===== src/rtl/prog_loader.sv =====
// Boot loader: parses A5/count/data[/checksum] frames into a 32x8 program memory while holding the CPU.
// Optional checksum byte and CHECK state are built when PROG_LOADER_CHECKSUM_EN is defined.
module prog_loader (
    input  logic       clk,
    input  logic       rst,
    input  logic       in_valid,
    input  logic [7:0] in_data,
    output logic       in_ready,
    output logic       mem_wr,
    output logic [4:0] mem_addr,
    output logic [7:0] mem_din,
    output logic       cpu_hold,
    output logic       done,
    output logic       err,
    output logic [1:0] dbg_state
);

    // Stream handshake: a byte transfers on every rising clk edge where in_valid && in_ready.
    typedef enum logic [1:0] {
        IDLE  = 2'd0,
        COUNT = 2'd1,
        DATA  = 2'd2
`ifdef PROG_LOADER_CHECKSUM_EN
        , CHECK = 2'd3
`endif
    } state_t;

    state_t     state_q, state_d;
    logic       ready_q;
    logic [5:0] cnt_q, cnt_d;
    logic [4:0] idx_q, idx_d;
    logic [7:0] timer_q, timer_d;
    logic       wr_q, wr_d;
    logic [4:0] addr_q, addr_d;
    logic [7:0] din_q, din_d;
    logic       done_q, done_d;
    logic       err_q, err_d;
    logic       hold_q, hold_d;
`ifdef PROG_LOADER_CHECKSUM_EN
    logic [7:0] sum_q, sum_d;
`else
    logic       fin_q, fin_d;
`endif
    logic       accept;

    assign accept = in_valid && ready_q;

    always_comb begin
        state_d = state_q;
        cnt_d   = cnt_q;
        idx_d   = idx_q;
        timer_d = timer_q;
        wr_d    = 1'b0;
        addr_d  = addr_q;
        din_d   = din_q;
        done_d  = 1'b0;
        err_d   = err_q;
        hold_d  = hold_q;
`ifdef PROG_LOADER_CHECKSUM_EN
        sum_d   = sum_q;
`else
        fin_d   = 1'b0;
        // Completion lands one cycle after the last write; a header accepted meanwhile still wins hold.
        if (fin_q) begin
            done_d = 1'b1;
            hold_d = 1'b0;
            err_d  = 1'b0;
        end
`endif
        if (state_q == IDLE) timer_d = 8'd0;
        else                 timer_d = accept ? 8'd0 : timer_q + 8'd1;

        case (state_q)
            IDLE: begin
                if (accept && in_data == 8'hA5) begin
                    state_d = COUNT;
                    hold_d  = 1'b1;
                end
            end
            COUNT: begin
                if (accept) begin
                    if (in_data != 8'd0 && in_data <= 8'd32) begin
                        cnt_d   = in_data[5:0];
                        idx_d   = 5'd0;
`ifdef PROG_LOADER_CHECKSUM_EN
                        sum_d   = 8'd0;
`endif
                        state_d = DATA;
                    end else begin
                        err_d   = 1'b1;
                        state_d = IDLE;
                    end
                end
            end
            DATA: begin
                if (accept) begin
                    wr_d   = 1'b1;
                    addr_d = idx_q;
                    din_d  = in_data;
                    idx_d  = idx_q + 5'd1;
`ifdef PROG_LOADER_CHECKSUM_EN
                    sum_d  = sum_q + in_data;
                    if ({1'b0, idx_q} == cnt_q - 6'd1) state_d = CHECK;
`else
                    if ({1'b0, idx_q} == cnt_q - 6'd1) begin
                        state_d = IDLE;
                        fin_d   = 1'b1;
                    end
`endif
                end
            end
`ifdef PROG_LOADER_CHECKSUM_EN
            CHECK: begin
                if (accept) begin
                    if (in_data == sum_q) begin
                        done_d = 1'b1;
                        hold_d = 1'b0;
                        err_d  = 1'b0;
                    end else begin
                        err_d  = 1'b1;
                    end
                    state_d = IDLE;
                end
            end
`endif
            default: state_d = IDLE;
        endcase

        // Timer value 255 means 255 idle cycles already elapsed; this is the 256th.
        if (state_q != IDLE && !accept && timer_q == 8'hFF) begin
            err_d   = 1'b1;
            state_d = IDLE;
            timer_d = 8'd0;
        end
    end

    always_ff @(posedge clk or negedge rst) begin
        if (!rst) begin
            state_q <= IDLE;
            ready_q <= 1'b0;
            cnt_q   <= 6'd0;
            idx_q   <= 5'd0;
            timer_q <= 8'd0;
            wr_q    <= 1'b0;
            addr_q  <= 5'd0;
            din_q   <= 8'd0;
            done_q  <= 1'b0;
            err_q   <= 1'b0;
            hold_q  <= 1'b1;
`ifdef PROG_LOADER_CHECKSUM_EN
            sum_q   <= 8'd0;
`else
            fin_q   <= 1'b0;
`endif
        end else begin
            state_q <= state_d;
            ready_q <= 1'b1;
            cnt_q   <= cnt_d;
            idx_q   <= idx_d;
            timer_q <= timer_d;
            wr_q    <= wr_d;
            addr_q  <= addr_d;
            din_q   <= din_d;
            done_q  <= done_d;
            err_q   <= err_d;
            hold_q  <= hold_d;
`ifdef PROG_LOADER_CHECKSUM_EN
            sum_q   <= sum_d;
`else
            fin_q   <= fin_d;
`endif
        end
    end

    assign in_ready  = ready_q;
    assign mem_wr    = wr_q;
    assign mem_addr  = addr_q;
    assign mem_din   = din_q;
    assign cpu_hold  = hold_q;
    assign done      = done_q;
    assign err       = err_q;
    assign dbg_state = state_q;

endmodule

===== config.mk =====
export PLATFORM = sky130hd
export DESIGN_NAME = prog_loader
export DESIGN_NICKNAME = d
export VERILOG_FILES = /design/src/rtl/prog_loader.sv
export SDC_FILE = /design/constraint.sdc
export NUM_CORES = 1
export LEC_CHECK = 0
export CAP_MARGIN = 20
export CORE_UTILIZATION = 50
export DETAILED_ROUTE_END_ITERATION = 12
export PLACE_DENSITY = 0.76
export SKIP_CTS_REPAIR_TIMING = 1
export SYNTH_ARGS = -nofsm -noshare
export SYNTH_HDL_FRONTEND = slang
export SYNTH_SLANG_ARGS = --single-unit
export TNS_END_PERCENT = 30

===== constraint.sdc =====
create_clock -name clk -period 2.55 [get_ports clk]
set_clock_uncertainty 0.15 [all_clocks]
set_input_delay 0.3825 -clock clk [delete_from_list [all_inputs] [get_ports clk]]
set_output_delay 0.3825 -clock clk [all_outputs]
set_load 0.005 [all_outputs]

==> reports/results.ini, run 1 <==
[run_status]
status = finished, final reports clean

[drt]
final_antenna_net_count = 0
routed_wl_um = 3770
remaining_drc_errors = 0
routedWlPerCell_um = 14.0
vias = 1422
firstDrtPassIters = 4
drtIter0Drc = 59
viasPerCell = 5.29

[place]
placed_area_sq_mm = 0.00225
gp_congestion = 0.838
port_buffers = 30
dp_slack_ps = 27.0
hpwl_um = 2760

[synthesis]
ys.flop_type = dfrtp_1
synth_area_sq_mm = 0.00188
ys_async_sr_fraction_pct = 100
synthTopCellsByArea = dfrtp_1 52%, nand2_1 9.0%, xor2_1 3.3%
synth-seq-cells = 40
postSynthCellCount = 184
synth.distinct_cells = 41
yosysMostFrequentCell = nand2_1
synth_common_cells = 45 x nand2_1, 39 x dfrtp_1, 15 x nor2_1
yosysTopAreaCellShare_pct = 51.8
synth_top_cell_by_area = dfrtp_1
yosys_warnings = 0
syn_area_per_cell_sq_um = 10.2
ys_seq_area_share_pct = 53.2
synth_edf_count = 0
synth_nets = 198

[critical_path]
max_stage_delay_ps = 460
cp.arrival_ps = 2250
startpoint_type = input port
crit_cells = 5
rr_worst_depth = 5
path_cells = clkdlybuf4s50_1 > or3_4 > or4_4 > nand4_4 > mux2_2
cp.required_ps = 2570
worst-path-max-fanout = 8
crit_buf_inv = 1
cp_top_family = simple AND/OR/NAND/NOR gates
crit_path_top_delay_cell = clkdlybuf4s50_1
cp-end-kind = flip-flop
crit_type = input port to flip-flop

[cells_and_area]
regArea_sq_mm = 0.00100
area_delta_synth_final_pct = 24.0
drive_gt1_share_pct = 13.5
fin_nets = 236
fin_area_sq_mm = 0.00234
fin_util_pct = 67.4
fillers = 281
antenna_cells = 0
multi_input_area_sq_um = 813

[floorplan]
core.rowCount = 21
io-pin-count = 31
floorplan.initialDensity_pct = 54.3
dieHeight_um = 63.4
coreArea_sq_mm = 0.00347
dieArea_sq_mm = 0.00402
dieWidth_um = 63.4

[clock_tree]
cts_buffers = 5
clkLatencyLatePin_ps = 280
clock_sinks = 40
clk_path_buf_depth = 2
clock-root-buffer = clkbuf_8
cts.clk_slew.worst_paths_ps = 70
cts_max_level = 2
cts_tree = done

[sta]
setup_tns_ps = 0
setup_viol = 0
worst_pin_slew_ps = 866
fmax_mhz = 447
rsz0062_at_grt = no
period_minus_slack_ps = 2240
hold_viol = 0
slew-limit-headroom_pct = 42.2
slew_violations = 0
worst_slack_ps = 315
finalCritPeriodShare_pct = 87.7

[min_path]
min_path_type = input port to asynchronous set/reset pin

[pwr]
pwr-share-seq_pct = 57.0
finalPower_uw = 1130
ir_worst_vdd_v = 0.000304
leakage_uw = 0.00109
combPwrFrac_pct = 6.0
internal_power_uw = 895
p_switching_uw = 239
pwr-share-clk_pct = 37.0
swShare_pct = 21.1
powerDensity_mw_per_mm2 = 485

[flow_run]
cap_viol_max_count = 0

[global_route]
antenna_found_initial = 0
track_usage_pct = 21.6
grt_pass1_wl_um = 6560
overflow = 0
grt_max_degree = 41
grt_pass1_vias = 1458

[layer usage]
layer	track usage [%]	routed length, um	vias up
li1	-	-	685
met1	23.6	1480	698
met2	38.2	2040	31
met3	5.43	158	8
met4	11.4	101	0
met5	0	0	-
[cell usage in the layout (no fill, tap or decap), drive strengths merged, types with 2 or more instances in the layout]
master	n
a21oi	3
buf	8
clkbuf	8
clkdlybuf4s50	29
dfrtp	39
ha	3
inv	7
mux2	6
mux2i	2
nand2	45
nand2b	3
nand3	10
nand4	3
nor2	15
nor3	3
o21ai	5
o31ai	4
or3	2
or4	3
xnor2	6
xor2	7
[stage by stage]
| step | hold slack (ps) | std cells |
|---|---|---|
| 3_5_place_dp | 244 | 261 |
| 6_report | 57.0 | 269 |
| 5_1_grt | 127 | 269 |
| 4_1_cts | 86.4 | 269 |
| 2_1_floorplan | -63.1 | 184 |
| 3_3_place_gp | 251 | 261 |
[worst register-to-register path: stages, from the launching register on]
cell	delay, ps
dfrtp_1	440
or4_1	540
or3_1	330
nand4_1	140
nor3_1	60
o31ai_1	220
[kinds of logic after synthesis]
| logic type | synth area share (%) |
|---|---|
| and+or+nand+nor | 22.5 |
| AOI/OAI and AO/OA | 6.97 |
| buffers and inverters | 3.65 |
| other | 0.199 |
| xor gates and xnor gates | 6.04 |
| muxes | 5.44 |
| adders and majority gates | 1.99 |
| DFF | 53.2 |
[state kept, by name, indices dropped and copies added (netlist names), 2 cells and up]
| name | flops |
|---|---|
| cnt_q | 6 |
| dbg_state | 2 |
| idx_q | 5 |
| mem_addr | 5 |
| mem_din | 8 |
| timer_q | 8 |
[layout make-up]
class                           instances  area share (%)
Clock buffer                            8            3.85
Inverter                                7            1.12
Tap cell                               46            2.46
Timing Repair Buffer                   37            14.9
Sequential cell                        40            42.9
Multi-Input combinational cell        131            34.8
[path summary, 6_finish.rpt]
check,startpoint,endpoint,slack [ps]
worst max-delay path,in_data[1],cnt_q[4],310
worst min-delay path,rst,timer_q[2],60
worst max register to register,cnt_q[0],dbg_state[1],580
worst min register to register,fin_q,done,270
max in group asynchronous,rst,cnt_q[0],1640
min in group clk,fin_q,done,270
[power by group through the flow]
stage | logic (uW) | clock network, uW | registers (uW)
final | 67.8 | 419 | 646
after global routing | 75.2 | 467 | 647
after CTS | 68.8 | 433 | 646
after detailed placement | 68.5 | 0 | 659
after global placement | 67.2 | 0 | 658
after floorplan | 16.9 | 0 | 658
(Power assumes the default switching activity.)
==> run 2: changes to the inputs <==
--- a/config.mk
+++ b/config.mk
@@ -9,6 +9,7 @@
 export CORE_UTILIZATION = 50
 export DETAILED_ROUTE_END_ITERATION = 12
 export PLACE_DENSITY = 0.76
+export REMOVE_ABC_BUFFERS = 1
 export SKIP_CTS_REPAIR_TIMING = 1
 export SYNTH_ARGS = -nofsm -noshare
 export SYNTH_HDL_FRONTEND = slang
==> constraint.sdc (replaced) <==
create_clock -name clk -period 2.5 [get_ports clk]
set_clock_uncertainty 0.15 [all_clocks]
set_input_delay 0.375 -clock clk [delete_from_list [all_inputs] [get_ports clk]]
set_output_delay 0.375 -clock clk [all_outputs]
set_load 0.005 [all_outputs]
==> reports/results.ini, run 2 (synthesis results as in run 1) <==
[run_status]
status = finished, final reports clean

[critical_path]
crit_type = input port to flip-flop
cp.arrival_ps = 2230  ; -20 ps
startpoint_type = input port
cp-end-kind = flip-flop
cp.required_ps = 2530  ; -40 ps
worst-path-max-fanout = 10  ; +2

[sta]
rsz0062_at_grt = no
hold_viol = 0  ; unchanged
finalCritPeriodShare_pct = 88.3
worst_slack_ps = 293  ; -21.7 ps
period_minus_slack_ps = 2210
slew_violations = 0  ; unchanged
setup_viol = 0  ; unchanged
worst_pin_slew_ps = 881  ; +14.9 ps
fmax_mhz = 453
slew-limit-headroom_pct = 41.3  ; -1.0 points

[pwr]
powerDensity_mw_per_mm2 = 490  ; +1.1%
combPwrFrac_pct = 5.9  ; about the same
pwr-share-seq_pct = 57.0  ; about the same
internal_power_uw = 913  ; +2.0%
swShare_pct = 21.1  ; -0.029 points
pwr-share-clk_pct = 37.0  ; about the same
p_switching_uw = 243  ; +1.8%
finalPower_uw = 1160  ; +2.0%
ir_worst_vdd_v = 0.000285  ; -6.2%
leakage_uw = 0.00110  ; +0.74%

[global_route]
track_usage_pct = 21.0  ; -0.61 points
antenna_found_initial = 0  ; unchanged
overflow = 0  ; unchanged
grt_pass1_wl_um = 6420  ; -2.0%
grt_pass1_vias = 1393  ; -4.5%
grt_max_degree = 41  ; unchanged

[floorplan]
core.rowCount = 21  ; unchanged
dieHeight_um = 63.4  ; unchanged
io-pin-count = 31  ; unchanged
dieArea_sq_mm = 0.00402  ; unchanged
coreArea_sq_mm = 0.00347  ; unchanged
dieWidth_um = 63.4  ; unchanged
floorplan.initialDensity_pct = 54.3  ; unchanged

[place]
placed_area_sq_mm = 0.00227  ; +0.89%
port_buffers = 30  ; unchanged
gp_congestion = 0.766  ; -8.6%
hpwl_um = 2710  ; -1.7%
dp_slack_ps = -11.6  ; -38.6 ps

[drt]
drtIter0Drc = 82  ; +39%
routed_wl_um = 3680  ; -2.6%
firstDrtPassIters = 4  ; unchanged
final_antenna_net_count = 0  ; unchanged
vias = 1431  ; +0.63%
routedWlPerCell_um = 13.6  ; -3.0%
remaining_drc_errors = 0  ; unchanged
viasPerCell = 5.30  ; +0.26%

[clock_tree]
cts_max_level = 2  ; unchanged
cts_buffers = 5  ; unchanged
clkLatencyLatePin_ps = 290  ; about the same
clk_path_buf_depth = 2  ; unchanged
cts.clk_slew.worst_paths_ps = 70  ; about the same
clock_sinks = 40  ; unchanged
cts_tree = done
clock-root-buffer = clkbuf_8

[cells_and_area]
fillers = 292  ; +3.9%
regArea_sq_mm = 0.00100  ; unchanged
fin_area_sq_mm = 0.00236  ; +0.86%
multi_input_area_sq_um = 813  ; unchanged
final_cell_mix = 45 x nand2_1, 39 x dfrtp_1, 29 x clkdlybuf4s50_1, 15 x nor2_1, 10 x nand3_1
final_common_cell = nand2_1
antenna_cells = 0  ; unchanged
fin_util_pct = 68.0  ; +0.58 points
drive_gt1_share_pct = 13.8  ; +0.39 points
area_delta_synth_final_pct = 25.1
fin_nets = 237  ; +0.42%

[min_path]
min_path_type = input port to asynchronous set/reset pin

[flow_run]
cap_viol_max_count = 0  ; unchanged

[run 2: worst max-delay path: stages]
cell             delay, ps
clkdlybuf4s50_1        420
or3_4                  430
or4_4                  450
nand4_4                200
mux2_2                 360
[run 2: per-stage QoR]
stage / std cells / TNS, ps / hold slack (ps)
after floorplan: 178 / 0 / -70.6
after global placement: 262 / 0 / 240
after detailed placement: 262 / -18.5 / 248
after CTS: 270 / 0 / 75.8
after global routing: 270 / 0 / 126
final: 270 / 0 / 57.1
[run 2: power by group through the flow]
stage	Combinational [uW]	Sequential, uW	Clock, uW
6_report	68.5	659	428
5_1_grt	76.1	660	477
4_1_cts	69.9	659	438
3_5_place_dp	69.8	672	0
3_3_place_gp	67.7	671	0
2_1_floorplan	17.1	671	0
[run 2: area by class of cell]
cell class	instances	area share, %
clock buffers	8	3.82
inverters	7	1.11
multi-input cells	131	34.5
flip-flops and latches	40	42.5
well taps	46	2.44
repair buffers	38	15.6
[run 2: worst paths after layout]
check / cells past startpoint / to / startpoint / slack, ps
hold reg to reg: 0 / done / fin_q / 260
setup / recovery: 5 / cnt_q[4] / in_data[1] / 290
max in group asynchronous: 1 / mem_din[5] / rst / 1600
setup reg to reg: 5 / dbg_state[1] / cnt_q[2] / 630
min in group clk: 0 / done / fin_q / 260
hold / removal: 1 / timer_q[1] / rst / 60
[run 2: layer usage]
layer,up-vias,part of all wire [%],GRT usage [%]
met5,-,0,0
met4,0,1.5,7.67
met3,5,4.4,5.43
met2,37,51,34.3
met1,696,43,26.7
li1,693,-,-
==> run 3: changes to the inputs <==
--- a/config.mk
+++ b/config.mk
@@ -8,6 +8,7 @@
 export CAP_MARGIN = 20
 export CORE_UTILIZATION = 50
 export DETAILED_ROUTE_END_ITERATION = 12
+export MAX_ROUTING_LAYER = met4
 export PLACE_DENSITY = 0.76
 export REMOVE_ABC_BUFFERS = 1
 export SKIP_CTS_REPAIR_TIMING = 1
==> reports/results.ini, run 3 (synthesis results as in run 1) <==
[place]
port_buffers = 30  ; unchanged
dp_cells = 262  ; unchanged
gp_congestion = 0.776  ; +1.3%
placed_area_sq_mm = 0.00227  ; unchanged
dp_slack_ps = -11.6  ; unchanged
hpwl_um = 2710  ; unchanged

[clock_tree]
clk_path_buf_depth = 2  ; unchanged
cts_max_level = 2  ; unchanged
cts.clk_slew.worst_paths_ps = 70  ; about the same
cts_buffers = 5  ; unchanged
clkLatencyLatePin_ps = 290  ; about the same
cts_tree = done
clock-root-buffer = clkbuf_8
clock_sinks = 40  ; unchanged

[cells_and_area]
final_common_cell = nand2_1
final_cell_mix = 45 x nand2_1, 39 x dfrtp_1, 29 x clkdlybuf4s50_1, 15 x nor2_1, 10 x nand3_1
antenna_cells = 0  ; unchanged
fin_nets = 237  ; unchanged
layout.cells.non_filler = 270  ; unchanged
drive_gt1_share_pct = 13.8  ; unchanged
area_delta_synth_final_pct = 25.1  ; unchanged
fin_area_sq_mm = 0.00236  ; unchanged

[critical_path]
critPathLaunch = in_data[1]
regToRegSetupSlack_ps = 630  ; about the same
cp.required_ps = 2520  ; about the same
path_cells = clkdlybuf4s50_1 > or3_4 > or4_4 > nand4_4 > mux2_2
r2r_start = cnt_q[2]
startpoint_type = input port
cp.arrival_ps = 2230  ; about the same
rr_worst_depth = 5  ; unchanged
cp-end-kind = flip-flop
crit_type = input port to flip-flop
timing.rr.end = dbg_state[1]
worst-path-max-fanout = 10  ; unchanged
max_stage_delay_ps = 450  ; about the same
crit_path_end = cnt_q[4]
crit_path_top_delay_cell = or4_4
cp_top_family = simple AND/OR/NAND/NOR gates
crit_cells = 5  ; unchanged
crit_buf_inv = 1  ; unchanged

[sta]
slew-limit-headroom_pct = 40.9  ; -0.33 points
worst_pin_slew_ps = 886  ; +4.98 ps
fmax_mhz = 453  ; about the same
setup_viol = 0  ; unchanged
worst_slack_ps = 292  ; -0.987 ps
timing.hold.ws_ps = 60.4  ; +3.22 ps
hold_viol = 0  ; unchanged
rsz0062_at_grt = no
slew_violations = 0  ; unchanged
finalCritPeriodShare_pct = 88.3  ; about the same
period_minus_slack_ps = 2210  ; +0.987 ps

[floorplan]
coreArea_sq_mm = 0.00347  ; unchanged
dieArea_sq_mm = 0.00402  ; unchanged
io-pin-count = 31  ; unchanged
floorplan.initialDensity_pct = 54.3  ; unchanged
dieWidth_um = 63.4  ; unchanged
dieHeight_um = 63.4  ; unchanged
core.rowCount = 21  ; unchanged

[global_route]
overflow = 0  ; unchanged
track_usage_pct = 21.6  ; +0.64 points
grt_pass1_vias = 1386  ; -0.50%
grt_max_degree = 41  ; unchanged
antenna_found_initial = 0  ; unchanged
grt_pass1_wl_um = 6430  ; +0.11%

[run_status]
status = finished, final reports clean

[pwr]
ir_worst_vdd_v = 0.000286  ; +0.17%
powerDensity_mw_per_mm2 = 490  ; about the same
leakage_uw = 0.00110  ; unchanged

[drt]
routed_wl_um = 3700  ; +0.71%
routedWlPerCell_um = 13.7  ; +0.71%
drtIter0Drc = 87  ; +6.1%
firstDrtPassIters = 4  ; unchanged
remaining_drc_errors = 0  ; unchanged
viasPerCell = 5.30  ; about the same
final_antenna_net_count = 0  ; unchanged
vias = 1430  ; -0.070%

[flow_run]
cap_viol_max_count = 0  ; unchanged

[min_path]
min_path_type = input port to asynchronous set/reset pin

run 3: cell counts in the layout (fill, tap and decap cells not counted):
No cell type changed its count.
run 3: final cells by class:
cell class                 count  area, sq um
tap                           46         57.6
multi-input combinational    131          813
fill                         292         1110
sequential                    40         1000
timing repair buffer          38          368
inverter                       7         26.3
clock buffer                   8         90.1
run 3: power breakdown:
group          switching [uW]  internal, uW  leakage [uW]
clock network             203           225     0.0000455
logic                    34.3          34.4      0.000509
registers                5.97           654      0.000547
total                     243           913       0.00110
run 3: worst min path at each step:
stage	from	endpoint	slack [ps]	depth (start not counted)
2_1_floorplan	rst	cnt_q[0]	-70	0
3_3_place_gp	fin_q	done	240	0
3_5_place_dp	fin_q	done	250	0
4_1_cts	rst	mem_din[3]	80	1
5_1_grt	rst	cnt_q[4]	130	1
6_report	rst	timer_q[1]	60	1
run 3: per-layer routing:
metal	vias to the layer above	global-route usage [%]	wire, um
li1	696	-	-
met1	701	26.9	1640
met2	29	34.2	1880
met3	4	5.43	142
met4	0	7.67	40
met5	-	-	0
run 3: metrics by stage:
step,power [uW],utilization [%],setup TNS [ps]
final,1160,68.0,0
after CTS,1170,68.0,0
after global placement,739,65.4,0
after floorplan,688,-,0
after global routing,1220,68.0,0
after detailed placement,741,65.4,-18.5
